## src/rtl/agu_seq.sv

```systemverilog
// agu_seq: sequencer that drives a 4-deep address generation unit (AGU)
// through a job: clears it, then streams one memory request per AGU element
// until the AGU reports the end of its nest (all z flags) a total of l4+1
// times. An optional abort or reset drops the job without a done pulse.
//
// Ports
//   clk, rst               clock; synchronous active-high reset
//   start, abort           job request (IDLE only); job termination (CLR/RUN)
//   l4                     outer repetitions minus one, latched on start
//   agu_addr, agu_z0..3    AGU current address and step-qualified zero flags
//   agu_clr, agu_step      AGU clear / advance
//   req_valid, req_ready   memory request handshake
//   req_addr               request address (pass-through of agu_addr)
//   busy, done             job in progress; one-cycle completion pulse
//   elem_cnt               elements accepted in the current/last job
//
// state | meaning
// IDLE  | waiting for start
// CLR   | one-cycle AGU clear before streaming
// RUN   | issuing requests, one per accepted beat
// DONE  | one-cycle completion pulse
module agu_seq #(
  parameter int BWADDR   = 21,
  parameter int BWLENGTH = 8,
  parameter int BWCOUNT  = 32
) (
  input  logic                clk,
  input  logic                rst,
  input  logic                start,
  input  logic                abort,
  input  logic [BWLENGTH-1:0] l4,
  input  logic [BWADDR-1:0]   agu_addr,
  input  logic                agu_z0,
  input  logic                agu_z1,
  input  logic                agu_z2,
  input  logic                agu_z3,
  output logic                agu_clr,
  output logic                agu_step,
  output logic                req_valid,
  input  logic                req_ready,
  output logic [BWADDR-1:0]   req_addr,
  output logic                busy,
  output logic                done,
  output logic [BWCOUNT-1:0]  elem_cnt
);

  typedef enum logic [1:0] {
    S_IDLE,
    S_CLR,
    S_RUN,
    S_DONE
  } state_t;

  state_t              state;
  logic [BWLENGTH-1:0] i4;
  logic                run_q;
  logic                beat;
  logic                z_all;

  // run_q is the registered RUN flag; rst gates it so no beat can be
  // accepted while the AGU is being re-initialised.
  assign req_valid = run_q & ~rst;
  assign agu_step  = req_valid & req_ready;
  assign beat      = agu_step;
  assign req_addr  = agu_addr;
  assign z_all     = agu_z0 & agu_z1 & agu_z2 & agu_z3;

  // Clear the AGU during reset, in CLR, and in the cycle an abort is taken.
  assign agu_clr = rst | (state == S_CLR) | (abort & (state == S_RUN));

  always_ff @(posedge clk) begin
    if (rst) begin
      state    <= S_IDLE;
      i4       <= '0;
      elem_cnt <= '0;
      busy     <= 1'b0;
      done     <= 1'b0;
      run_q    <= 1'b0;
    end else begin
      case (state)
        S_IDLE: begin
          if (start) begin
            state    <= S_CLR;
            i4       <= l4;
            elem_cnt <= '0;
            busy     <= 1'b1;
          end
        end
        S_CLR: begin
          if (abort) begin
            state <= S_IDLE;
            busy  <= 1'b0;
          end else begin
            state <= S_RUN;
            run_q <= 1'b1;
          end
        end
        S_RUN: begin
          if (beat) begin
            elem_cnt <= elem_cnt + BWCOUNT'(1);
          end
          if (abort) begin
            state <= S_IDLE;
            busy  <= 1'b0;
            run_q <= 1'b0;
          end else if (beat && z_all) begin
            if (i4 == '0) begin
              state <= S_DONE;
              run_q <= 1'b0;
              done  <= 1'b1;
            end else begin
              i4 <= i4 - BWLENGTH'(1);
            end
          end
        end
        S_DONE: begin
          state <= S_IDLE;
          done  <= 1'b0;
          busy  <= 1'b0;
        end
        default: begin
          state <= S_IDLE;
          busy  <= 1'b0;
          done  <= 1'b0;
          run_q <= 1'b0;
        end
      endcase
    end
  end

endmodule
```

## config.mk

```make
export PLATFORM = sky130hd
export DESIGN_NAME = agu_seq
export DESIGN_NICKNAME = d
export VERILOG_FILES = /design/src/rtl/agu_seq.sv
export SDC_FILE = /design/constraint.sdc
export NUM_CORES = 1
export LEC_CHECK = 0
export CORE_MARGIN = 2
export CORE_UTILIZATION = 38
export CTS_BUF_LIST = sky130_fd_sc_hd__clkbuf_2
export DETAILED_ROUTE_END_ITERATION = 6
export GPL_ROUTABILITY_DRIVEN = 0
export GPL_TIMING_DRIVEN = 0
export PLACE_DENSITY = 0.71
export SLEW_MARGIN = 20
export SYNTH_ARGS = -nofsm -noshare
export SYNTH_HDL_FRONTEND = slang
export SYNTH_SLANG_ARGS = --single-unit
```

## constraint.sdc

```tcl
create_clock -name clk -period 5.8 [get_ports clk]
set_clock_uncertainty 0.1 [all_clocks]
set_input_delay 1.16 -clock clk [delete_from_list [all_inputs] [get_ports clk]]
set_output_delay 1.16 -clock clk [all_outputs]
set_load 0.005 [all_outputs]
```

==> run summary <==
Fin worst setup slack: 1.83 ns
Most frequent cells in the layout: 73 x clkdlybuf4s50_1, 45 x dfxtp_1, 43 x nor2_1, 25 x xor2_1, 24 x nand4_1
CTS sink cnt: 45
Final max-slew violation count: 0
Antenna violations before repair: 0
RSZ-0062 raised after global routing: no
Post-Syn Area: 0.00253 mm^2
Vias per std cell: 5.17
Routed Antenna Nets: 0
Via count: 2405
Htree depth: 2
Worst-case clock buffer depth: 2
#FFs+latches synth: 45
Number of flops mapped to enable cells by yosys: 0
Tmin final: 3.97 ns
Critical path launch point type: flip-flop
Post-CTS Hold Buffers: 0
PwrDens: 170 mW/mm^2
Post-route setup TNS: 0 ns
Leakage Power: 1.30 nW
Hold Fails Final Rpt: 0
Die area: 0.00733 mm^2
Post-synthesis cell type count: 43
Crit path top cell by count: clkbuf_1
CP startpoint: state[0]
Max Clk Rate: 252 MHz
Most used DFF post-synth: dfxtp_1
Mapped Avg Cell Area: 8.24 um^2
Min-delay src: i4[7]
Syn Inst Count: 307
Post-route clock period utilization: 68.5%
Layout net count: 433
Synth Warn #: 0
CP max stage cell: clkdlybuf4s50_1
Max-cap violations: 0
Global route overflow: 0
HP Class: flip-flop to flip-flop
Setup Viol. Count Final: 0
CTS tree: done
First-pass GRT wire length: 9.91 mm
Total GRT Usage: 16.5%
CP Data Arrival Time: 2.71 ns
Clock Tree Root: clkbuf_2
CP Cell Sequence: inv_1 > ha_1 > buf_2 > clkbuf_1 > clkbuf_1 > a211o_1 > clkdlybuf4s50_1
Drc violations: 0
IO Count: 96
Final WL: 6.00 mm
Antenna Cells: 0
Worst endpoint required time: 4.54 ns
Hold Worst Slack: 0.400 ns
IO buf count: 73
Initial core utilization: 39.6%
Post-CTS Setup Inserts: 0
Worst path depth: 7
HPWL after DPL: 4.55 mm
R2R cell count: 8
Worst Setup EP: agu_clr
Drt wl/cell: 12.9 um
Worst flop-to-flop path startpoint: state[0]
RR Endpoint: elem_cnt[31]
Largest net degree at the start of global routing: 16
Critical path class: flip-flop to output port
Layout cells sized above 1: 9.79%
Worst-path clk slew: 0.24 ns
Syn nets: 353
Placeable Area: 0.00639 mm^2
Peak VDD IR: 90.5 uV
Register area share after synthesis: 35.6%
Worst Setup End Kind: output port
Flop2flop setup slack: 3.29 ns
Worst-Margin Slew: 0.846 ns
Core Rows: 29
TritonCTS Buffers: 5
Ys async rst share: 0%
CP delay by family, top: buffers and inverters
CP bufs+invs: 5
Drt initial violations: 131
Die width: 85.6 um
Status: completed
Slew margin rel.: 43.2%
Post-CTS Resized: 0
Layout overhead on the synthesized area: 34.6%
DP Worst Slack: 2.13 ns
Worst path max stage delay: 0.50 ns
Vias in the first global route: 2154
Commonest non-fill, non-tap cell in the layout: clkdlybuf4s50_1
DRT Pass-1 Iters: 4
Die H: 85.6 um
Crit Path Max Fanout: 10
Filler cells: 606
Worst skew pair latency: 0.44 ns
[synth_stat cells (all sizes together) (2+ instances only)]
master / count / area, um^2
inv: 12 / 45.0
xor2: 25 / 219
mux2i: 5 / 50.1
a211o: 2 / 17.5
o221a: 2 / 22.5
a211oi: 2 / 20.0
dfxtp: 45 / 901
nand2b: 2 / 12.5
nor3b: 2 / 15.0
a22oi: 2 / 15.0
nand4: 24 / 150
nor2: 43 / 161
a21oi: 16 / 80.1
o22a: 2 / 17.5
a31oi: 3 / 18.8
and4: 2 / 17.5
clkbuf: 9 / 33.8
o21ai: 10 / 50.1
buf: 24 / 179
nand2: 16 / 60.1
ha: 8 / 100
and3: 6 / 37.5
o32ai: 3 / 26.3
nand3b: 3 / 35.0
and2: 6 / 37.5
nor3: 3 / 15.0
or3: 6 / 37.5
nand3: 9 / 45.0
nor2b: 6 / 37.5
[final cells by class]
class / count / area [um^2] / share of cell area (%)
Sequential cell: 45 / 901 / 26.5
Inverter: 12 / 45.0 / 1.32
Buffer: 33 / 213 / 6.25
Timing Repair Buffer: 73 / 731 / 21.5
Clock inverter: 3 / 22.5 / 0.662
Multi-Input combinational cell: 217 / 1370 / 40.3
Clock buffer: 5 / 25.0 / 0.735
Tap cell: 77 / 96.3 / 2.83
[worst reg2reg max path, delay by kind of cell, from the launching register on]
kind                     cells  cell delay (ns)
multiplexers                 1             0.16
AO/OA/AOI/OAI                2             0.59
adder cells (fa/ha/maj)      1             0.15
buffers and inverters        2             0.27
flip-flops                   1             0.39
AND/OR/NAND/NOR              2             0.84
[per-layer routing]
| layer | track usage (%) | part of all wire [%] | up-vias |
|---|---|---|---|
| met2 | 26.1 | 47 | 78 |
| met3 | 4.14 | 6.6 | 10 |
| met4 | 6.49 | 1.6 | 0 |
| met1 | 21.5 | 45 | 1103 |
| li1 | - | - | 1214 |
| met5 | 0 | 0 | - |
[worst min-delay path by stage]
stage               cells after the start            to
finish                                  2         i4[7]
global route                            2  elem_cnt[31]
CTS                                     2         i4[7]
detailed placement                      2         i4[7]
global placement                        2         i4[7]
floorplan                               2         i4[4]
[through the flow]
step	instances	util [%]	area, um^2	power [mW]
3_3_place_gp	457	52.6	3360	0.444
4_1_cts	465	53.3	3400	0.586
3_5_place_dp	457	52.6	3360	0.446
5_1_grt	465	53.3	3400	0.614
6_report	465	53.3	3400	0.580
2_1_floorplan	307	-	2530	0.400
[state kept, by name (all words and copies together) (netlist names)]
name      cells
busy          1
done          1
elem_cnt     32
i4            8
run_q         1
state         2
[cell families after synthesis]
logic type	count (synthesis)	share of synthesized area (%)
xor+xnor	26	9.00
fa+ha+maj	8	3.96
compound gates	45	11.5
flops	45	35.6
simple gates	132	27.3
mux	6	2.42
buf+inv	45	10.2
[power breakdown]
| group | switching (mW) | internal, mW | leakage (nW) |
|---|---|---|---|
| clock network | 0.109 | 0.0308 | 0.0329 |
| logic | 0.0527 | 0.0618 | 0.904 |
| registers | 0.00773 | 0.318 | 0.364 |
| total | 0.170 | 0.411 | 1.30 |
Power figures use the tool's default switching activity.
